## src/rtl/rv32_mem_pkg.sv

```systemverilog
// Shared types and constants for the RV32 fetch/data memory arbiter.
package rv32_mem_pkg;

  // Arbiter FSM states: IDLE picks a winner, REQ drives the memory request
  // until it is accepted, WAIT holds until the single response returns.
  typedef enum logic [1:0] {
    IDLE = 2'd0,
    REQ  = 2'd1,
    WAIT = 2'd2
  } state_t;

  // Owner of the outstanding transaction.
  localparam logic OWN_IF = 1'b0;
  localparam logic OWN_D  = 1'b1;

  // Consecutive data grants allowed while a fetch is waiting.
  localparam int MAX_STREAK_DEFAULT = 4;

  // Width of a counter that must hold the values 0..max_streak.
  function automatic int streak_width(input int max_streak);
    if (max_streak < 1) begin
      return 1;
    end
    return $clog2(max_streak + 1);
  endfunction

endpackage

```

## src/rtl/rv32_arb_select.sv

```systemverilog
// Combinational winner selection between the fetch and data requesters.
// Data normally wins; a waiting fetch wins once data has taken MAX_STREAK
// grants in a row while it waited.
module rv32_arb_select
  import rv32_mem_pkg::*;
#(
  parameter int MAX_STREAK = MAX_STREAK_DEFAULT,
  parameter int SW         = streak_width(MAX_STREAK)
) (
  input  logic          i_if_req,
  input  logic          i_d_req,
  input  logic [SW-1:0] i_streak,
  output logic          o_valid,
  output logic          o_owner
);

  logic w_fetch_starved;

  assign w_fetch_starved = (i_streak == SW'(MAX_STREAK));

  // Pick the winner from the live requests and the starvation counter
  always_comb begin
    o_valid = i_if_req | i_d_req;
    o_owner = OWN_D;
    if (i_if_req && (!i_d_req || w_fetch_starved)) begin
      o_owner = OWN_IF;
    end
  end

endmodule

```

## src/rtl/rv32_mem_arbiter.sv

```systemverilog
// Two-master (instruction fetch / data) arbiter in front of a single memory
// port with at most one transaction outstanding.
//
// Handshake semantics: a requester raises *_req with its fields stable and
// holds them until the arbiter answers with a one-cycle *_gnt pulse (only in
// IDLE, never both at once). Toward memory, mem_req and its fields are
// registered and held until the cycle mem_gnt is high; exactly one
// mem_rvalid follows per accepted request, possibly in the mem_gnt cycle
// itself. mem_rvalid seen while no request is accepted is ignored. The
// response is routed combinationally to the owner's *_rvalid/*_rdata.
module rv32_mem_arbiter
  import rv32_mem_pkg::*;
#(
  parameter int AW         = 32,
  parameter int DW         = 32,
  parameter int MAX_STREAK = MAX_STREAK_DEFAULT
) (
  input  logic            clk,
  input  logic            reset_n,
  // instruction fetch port
  input  logic            if_req,
  input  logic [AW-1:0]   if_addr,
  output logic            if_gnt,
  output logic            if_rvalid,
  output logic [DW-1:0]   if_rdata,
  // data port
  input  logic            d_req,
  input  logic            d_we,
  input  logic [AW-1:0]   d_addr,
  input  logic [DW-1:0]   d_wdata,
  input  logic [DW/8-1:0] d_wstrb,
  output logic            d_gnt,
  output logic            d_rvalid,
  output logic [DW-1:0]   d_rdata,
  // shared memory port
  output logic            mem_req,
  output logic            mem_we,
  output logic [AW-1:0]   mem_addr,
  output logic [DW-1:0]   mem_wdata,
  output logic [DW/8-1:0] mem_wstrb,
  input  logic            mem_gnt,
  input  logic            mem_rvalid,
  input  logic [DW-1:0]   mem_rdata,
  // observability
  output state_t          dbg_state
);

  localparam int SW = streak_width(MAX_STREAK);
  localparam int BW = DW / 8;

  state_t          r_state;
  state_t          w_next_state;
  logic [SW-1:0]   r_streak;
  logic            r_owner;
  logic            r_mem_req;
  logic            r_mem_we;
  logic [AW-1:0]   r_mem_addr;
  logic [DW-1:0]   r_mem_wdata;
  logic [BW-1:0]   r_mem_wstrb;

  logic            w_sel_valid;
  logic            w_sel_owner;
  logic            w_grant;
  logic            w_resp;

  rv32_arb_select #(
    .MAX_STREAK (MAX_STREAK),
    .SW         (SW)
  ) u_select (
    .i_if_req (if_req),
    .i_d_req  (d_req),
    .i_streak (r_streak),
    .o_valid  (w_sel_valid),
    .o_owner  (w_sel_owner)
  );

  // Next state, grant strobe and response strobe
  always_comb begin
    w_next_state = r_state;
    w_grant      = 1'b0;
    w_resp       = 1'b0;
    case (r_state)
      IDLE: begin
        if (w_sel_valid) begin
          w_grant      = 1'b1;
          w_next_state = REQ;
        end
      end
      REQ: begin
        if (mem_gnt) begin
          if (mem_rvalid) begin
            w_resp       = 1'b1;
            w_next_state = IDLE;
          end else begin
            w_next_state = WAIT;
          end
        end
      end
      WAIT: begin
        if (mem_rvalid) begin
          w_resp       = 1'b1;
          w_next_state = IDLE;
        end
      end
      default: begin
        w_next_state = IDLE;
      end
    endcase
  end

  // FSM state register
  always_ff @(posedge clk or negedge reset_n) begin
    if (!reset_n) begin
      r_state <= IDLE;
    end else begin
      r_state <= w_next_state;
    end
  end

  // Latch the winner's fields on grant; drop mem_req once memory accepts
  always_ff @(posedge clk or negedge reset_n) begin
    if (!reset_n) begin
      r_owner     <= OWN_IF;
      r_mem_req   <= 1'b0;
      r_mem_we    <= 1'b0;
      r_mem_addr  <= '0;
      r_mem_wdata <= '0;
      r_mem_wstrb <= '0;
    end else if (w_grant) begin
      r_owner   <= w_sel_owner;
      r_mem_req <= 1'b1;
      if (w_sel_owner == OWN_IF) begin
        r_mem_we    <= 1'b0;
        r_mem_addr  <= if_addr;
        r_mem_wdata <= '0;
        r_mem_wstrb <= '0;
      end else begin
        r_mem_we    <= d_we;
        r_mem_addr  <= d_addr;
        r_mem_wdata <= d_wdata;
        r_mem_wstrb <= d_wstrb;
      end
    end else if ((r_state == REQ) && mem_gnt) begin
      r_mem_req <= 1'b0;
    end
  end

  // Count data grants taken while a fetch was waiting, saturating at MAX_STREAK
  always_ff @(posedge clk or negedge reset_n) begin
    if (!reset_n) begin
      r_streak <= '0;
    end else if (w_grant) begin
      if (w_sel_owner == OWN_IF || !if_req) begin
        r_streak <= '0;
      end else if (r_streak < SW'(MAX_STREAK)) begin
        r_streak <= r_streak + 1'b1;
      end
    end
  end

  assign if_gnt    = w_grant && (w_sel_owner == OWN_IF);
  assign d_gnt     = w_grant && (w_sel_owner == OWN_D);

  assign if_rvalid = w_resp && (r_owner == OWN_IF);
  assign d_rvalid  = w_resp && (r_owner == OWN_D);
  assign if_rdata  = (r_owner == OWN_IF) ? mem_rdata : '0;
  assign d_rdata   = (r_owner == OWN_D)  ? mem_rdata : '0;

  assign mem_req   = r_mem_req;
  assign mem_we    = r_mem_we;
  assign mem_addr  = r_mem_addr;
  assign mem_wdata = r_mem_wdata;
  assign mem_wstrb = r_mem_wstrb;

  assign dbg_state = r_state;

endmodule

```

## config.mk

```make
export PLATFORM = sky130hd
export DESIGN_NAME = rv32_mem_arbiter
export DESIGN_NICKNAME = d
export VERILOG_FILES = /design/src/rtl/rv32_mem_pkg.sv /design/src/rtl/rv32_arb_select.sv /design/src/rtl/rv32_mem_arbiter.sv
export SDC_FILE = /design/constraint.sdc
export NUM_CORES = 1
export LEC_CHECK = 0
export BUFFER_PORTS_ARGS = -buffer_cell sky130_fd_sc_hd__buf_2
export CORE_AREA = 5 5 104 106
export DETAILED_ROUTE_END_ITERATION = 8
export DIE_AREA = 0 0 109 111
export PLACE_DENSITY = 0.76
export REMOVE_ABC_BUFFERS = 1
export SYNTH_ARGS = -nofsm -noshare
export SYNTH_HDL_FRONTEND = slang
export SYNTH_SLANG_ARGS = --single-unit
```

## constraint.sdc

```tcl
create_clock -name clk -period 2 [get_ports clk]
set_input_delay 0.2 -clock clk [delete_from_list [all_inputs] [get_ports clk]]
set_output_delay 0.2 -clock clk [all_outputs]
set_load 0.05 [all_outputs]
```

# --- Word-level counts from Yosys, hierarchy flattened ---
# Index checks and enable logic that the tools add are counted.
classes:
  addsub: 1
  multipliers: 0
  n_div: 0
  n_lt_le_gt_ge: 1
  n_eq_ne: 6
  n_shift: 0
  n_mux: 21
  n_bitwise: 2
  reduce_logical: 15
ops:
  columns: ["operator", "count"]
  rows:
  - ["$mux 32", 4]
  - ["$mux 1", 8]
  - ["$mux 2", 4]
  - ["$logic_and 1x1->1", 6]
  - ["$mux 3", 2]
  - ["$pmux 2 s3", 1]
  - ["$mux 4", 1]
  - ["$ne 2x2->1 const B", 2]
  - ["$reduce_bool 2->1", 2]
  - ["$add 3x1->3 const B", 1]
  - ["$eq 3x3->1 const B", 1]
  - ["$lt 3x3->1 const B", 1]
  - ["$reduce_and 3->1", 1]
  - ["$eq 2x1->1 const B", 1]
  - ["$eq 2x2->1 const B", 1]
  - ["$logic_not 1->1", 2]
  - ["$logic_not 2->1", 1]
  - ["$logic_or 1x1->1", 2]
  - ["$ne 2x1->1 const B", 1]
  - ["$pmux 1 s2", 1]
  - ["$reduce_and 2->1", 1]
  - ["$not 1->1", 1]
  - ["$or 1x1->1", 1]
totals:
  reg_bits: 76
  latch_bits: 0
  ramBits: 0
  romBits: 0
  output_inout_bits: 140
  elab_cells: 54
  memories: 0

# --- Logic depth before layout (Yosys ltp) ---
logic_depth:
  word_depth: 6
  ltp_mapped: 8
  depth_no_buf: 5

# --- Cells and area by module ---
# Synthesis repeated with hierarchy kept, for this count alone.
unflattened:
  hier_cells: 416
  area_unflattened_um2: 3758.6
by_module_without_submodules:
  columns: ["mod", "n_inst", "cells_each", "area_each_um2", "seq_area_each_um2"]
  rows:
  - ["rv32_mem_arbiter", 1, 412, 3731.1, 1901.8]
  - ["rv32_arb_select", 1, 4, 27.5, 0.0]

# --- Worst setup path after synthesis ---
# No wires, ideal clock.
synth_timing:
  path_kind: "register -> output"
  startpoint: "reg r_state[0] (netlist: dbg_state[0])"
  endpoint: "out d_rvalid"
  arrival_time_ns: 2.264
  required_time_ns: 1.800
  path_slack_ns: -0.464
  stages_incl_launch_ff: 5
  path_cell_list: "dfrtp_1 > inv_1 > ha_1 > nand2_1 > nor3b_1"
synth_via:
  elab_chain_cells: 3
  elab_cells_between_ends: 4
  classes_between: "eq/ne: 2; mux: 1; reduce/logical: 1"
synth_rtl:
  columns: ["item", "line", "text"]
  rows:
  - ["start, declared", "rv32_mem_arbiter.sv:51", "state_t r_state;"]
  - ["start signal, assigned", "rv32_mem_arbiter.sv:116", "r_state <= w_next_state;"]
  - ["$eq 2x2->1 / $eq 2x1->1 (equally long branches)", "rv32_mem_arbiter.sv:82", "case (r_state)"]
  - ["$pmux 1 s2 (*)", "rv32_mem_arbiter.sv:82", null]
  - ["$logic_and 1x1->1 (*)", "rv32_mem_arbiter.sv:165", "assign d_rvalid = w_resp && (r_owner == OWN_D);"]
  - ["end, declared", "rv32_mem_arbiter.sv:33", "output logic d_rvalid,"]
# Mark *: on every way between the ends. The rest lies on a longest branch, timed or not.

# --- Worst setup path in the final report ---
layout_timing:
  startpoint: "reg r_streak[0]"
  endpoint: "out if_gnt"
layout_via:
  elab_chain_cells: 4
layout_rtl:
  columns: ["item", "line", "text"]
  rows:
  - ["start, declared", "rv32_mem_arbiter.sv:53", "logic [SW-1:0] r_streak;"]
  - ["start signal, assigned", "rv32_mem_arbiter.sv:156", "r_streak <= r_streak + 1'b1;"]
  - ["$eq 3x3->1", "rv32_arb_select.sv:19", "assign w_fetch_starved = (i_streak == SW'(MAX_STREAK));"]
  - ["$logic_or 1x1->1", "rv32_arb_select.sv:25", "if (i_if_req && (!i_d_req || w_fetch_starved)) begin"]
  - ["$logic_and 1x1->1", "rv32_arb_select.sv:25", null]
  - ["$logic_and 1x1->1", "rv32_mem_arbiter.sv:161", "assign if_gnt = w_grant && (w_sel_owner == OWN_IF);"]
  - ["end, declared", "rv32_mem_arbiter.sv:23", "output logic if_gnt,"]
# No other way between the ends.

==> results by group <==
Cells and area
  – Register area: 1900 um2
  – Fillers: 846
  – Multi-input gate area: 1540 um2
  – Finished Cell Area: 5390 um2
  – Ant. Diodes: 0
  – Area grow syn2layout: 49.3%
  – Final nets: 731
  – Finished Layout Cells: 725
  – Final core utilization: a little under three fifths
  – Share of layout cells above drive strength 1: between 50% and 60%

Worst setup path
  – Crit end category: primary output
  – Required @ worst endpoint: between 1.5 and 2 ns
  – R2r setup slk: 0.20 ns
  – R2r startpoint: dbg_state[1]
  – RR Endpoint: mem_wdata[15]
  – Crit-path max FO: 4
  – Critical path type: flip-flop to primary output
  – CP Data Arrival Time: 1.70 ns
  – Worst Reg-to-Reg Cells: 7
  – CP startpoint kind: flip-flop

Detailed routing
  – Detailed Route WL: 12.5 mm
  – Wire length on met3: 1.27 mm
  – WL/cell: 17.3 um
  – Wire length on met2: between 6 and 7 mm
  – Highest Signal Layer: met4
  – Met1 WL: 4.59 mm
  – DRC Markers: 0
  – Via/cell ratio: 4.87
  – Iter 0 DRT Violations: 227
  – Remaining antenna violation count: 0
  – Total vias in the final route: 3534
  – Pre-Repair DR Iteration Count: 4

Worst hold path
  – Hold path cells: 2
  – HP Start: d_wdata[23]
  – HP Class: input port to flip-flop
  – Worst hold path endpoint: mem_wdata[23]

Timing
  – Clk_skew: 0.00748 ns
  – Fin. max-slew vios: 0
  – Fin crit period: 1.90 ns
  – Fmax: 0.527 GHz
  – RSZ-0062 raised after global routing: yes
  – Setup TNS Final: 0 ns
  – Final hold violations: 0
  – # setup viols final: 0
  – Worst Tran Pin Value: 0.418 ns
  – Slew margin rel.: 72.2%
  – Crit share post-route: between 90% and 100%

Floorplanning
  – Row Count: 36
  – Die extent in x: 109 um
  – Die Y-Extent: 111 um
  – I/O Pins: 279
  – Initial Util: 37.3%
  – Placeable Area: 9680 um2
  – Die area: 12100 um2

Synth
  – Asr flop ratio synth: 100%
  – Synthesized area per cell: 11.7 um2
  – Biggest area consumer among synthesized cells: dfrtp_1
  – Area contributors post-synth: dfrtp_1 (53%), a22o_1 (9.0%), a221o_1 (8.9%)
  – Most used DFF post-synth: dfrtp_1
  – Yosys warning total: 0
  – Number of synthesized register bits: 76
  – Post-synth top cells: dfrtp_1 (76), and2_1 (39), a22o_1 (37)
  – Cell area after synthesis: 3610 um2
  – Number of synthesized flops with an enable pin: 0
  – Synth top area share: 52.7%
  – Syn Inst Count: 309
  – Count of cell types in the netlist: 28
  – Count leader, synth: dfrtp_1
  – Seq/Total Area, Yosys: 52.7%

Outcome
  – Status: complete, no violations

Place
  – Cell count after placement: roughly 710
  – Number of I/O port buffers: 278
  – DP HPWL: 9.87 mm
  – Final Wtd Congestion: 0.759
  – Placed Area: 5140 um2

Clocking
  – H-Tree Depth: 3
  – Clock Latency Late Sink: 0.35 ns
  – Clk slew on worst S/H paths: 0.07 ns
  – TritonCTS clock tree: done
  – Clock buffer depth: 2
  – Total CTS buffers: 9
  – Clock root cell: clkbuf_8
  – Clock sinks: 76

GRT
  – GRT overflow: 0
  – Total Routing Usage GR: roughly a fifth
  – Vias in the first global route: 3650
  – Largest net degree at the start of global routing: between 70 and 80
  – Initial antenna violation count: 0
  – First-pass GRT wire length: roughly 19 mm

Pwr
  – Pwr per Cell Area: ~2200 nW/um2
  – Maximum vdd ir drop: about 1.5 mV
  – Pwr Total: 11.7 mW
  – LEAKAGE: between 2 and 3 nW

Run
  – Max-cap violations: 0
==> report_power, final <==
part	internal [mW]	switching [mW]	leakage, nW
sequential	2.29	0.421	0.956
clock	0.744	0.558	0.108
combinational	2.03	5.64	1.88
total	5.06	6.62	2.95
==> sequential cells by signal, indices dropped and copies added (netlist names) <==
name       flops
dbg_state      2
mem_addr      32
mem_req        1
mem_wdata     32
mem_we         1
mem_wstrb      4
r_owner        1
r_streak       3
==> final cells by class <==
cell class | instances | share of cell area [%]
Multi-Input combinational cell | 204 | 28.5
Inverter | 4 | 0.279
Clock inverter | 3 | 1.28
Clock buffer | 13 | 2.76
Sequential cell | 76 | 35.3
Tap cell | 133 | 3.09
Timing Repair Buffer | 292 | 28.8
==> worst max-delay path by stage <==
| stage | cells after the start | endpoint | from | slack (ns) |
|---|---|---|---|---|
| CTS | 5 | if_gnt | r_streak[0] | 0.03 |
| global placement | 5 | d_gnt | dbg_state[0] | 0.20 |
| detailed placement | 5 | d_gnt | dbg_state[1] | 0.16 |
| floorplan | 5 | mem_addr[0] | dbg_state[1] | -0.64 |
| global route | 5 | d_gnt | dbg_state[1] | -0.01 |
| finish | 5 | if_gnt | r_streak[0] | 0.10 |
==> layer usage <==
metal  global-route usage [%]  up-vias
met5                        0        -
met1                     22.6     1671
met3                     7.51       15
met2                     36.2      190
li1                         -     1658
met4                     5.81        0
==> stage by stage <==
step | hold slack [ns] | setup slack (ns)
after floorplan | -0.0956 | -0.638
after global placement | 0.244 | 0.199
after detailed placement | 0.253 | 0.160
after CTS | 0.0475 | 0.0316
after global routing | 0.0440 | -0.0141
final | 0.0702 | 0.104
==> cells by family (layout without fill, tap and decap cells) <==
kind of cell / Yosys count / in the layout / synth area share, %
adders and majority gates: 5 / 5 / 1.73
AOI/OAI and AO/OA: 81 / 81 / 20.5
DFF: 76 / 76 / 52.7
muxes: 2 / 2 / 0.555
and+or+nand+nor: 116 / 116 / 19.2
buffers and inverters: 29 / 312 / 5.24
==> worst max-delay path, cell delays in order (launching register included) <==
cell	delay, ns
dfrtp_1	0.41
inv_1	0.11
ha_1	0.25
nand2_1	0.12
a21oi_4	0.26
buf_6	0.20
==> repair_timing <==
item	in CTS	in global routing
buffers inserted	1	0
hold buffers	1	0
resized for setup	3	2
hold endpoints to repair	76	0
setup endpoints to repair	2	3
==> layout by cell type (no fill, tap or decap), types with 2 or more instances in the layout <==
master / n
a21oi_1: 2
a221o_1: 32
a22o_1: 37
and2_0: 25
and2_1: 39
buf_12: 3
buf_2: 274
buf_4: 12
bufinv_16: 2
clkbuf_1: 3
clkbuf_8: 10
dfrtp_1: 76
ha_1: 4
inv_1: 4
mux2i_1: 2
nand2_1: 11
nor2b_1: 36
nor3_1: 2
o21ai_0: 2
Note: power is estimated with default switching activity, not from simulation.
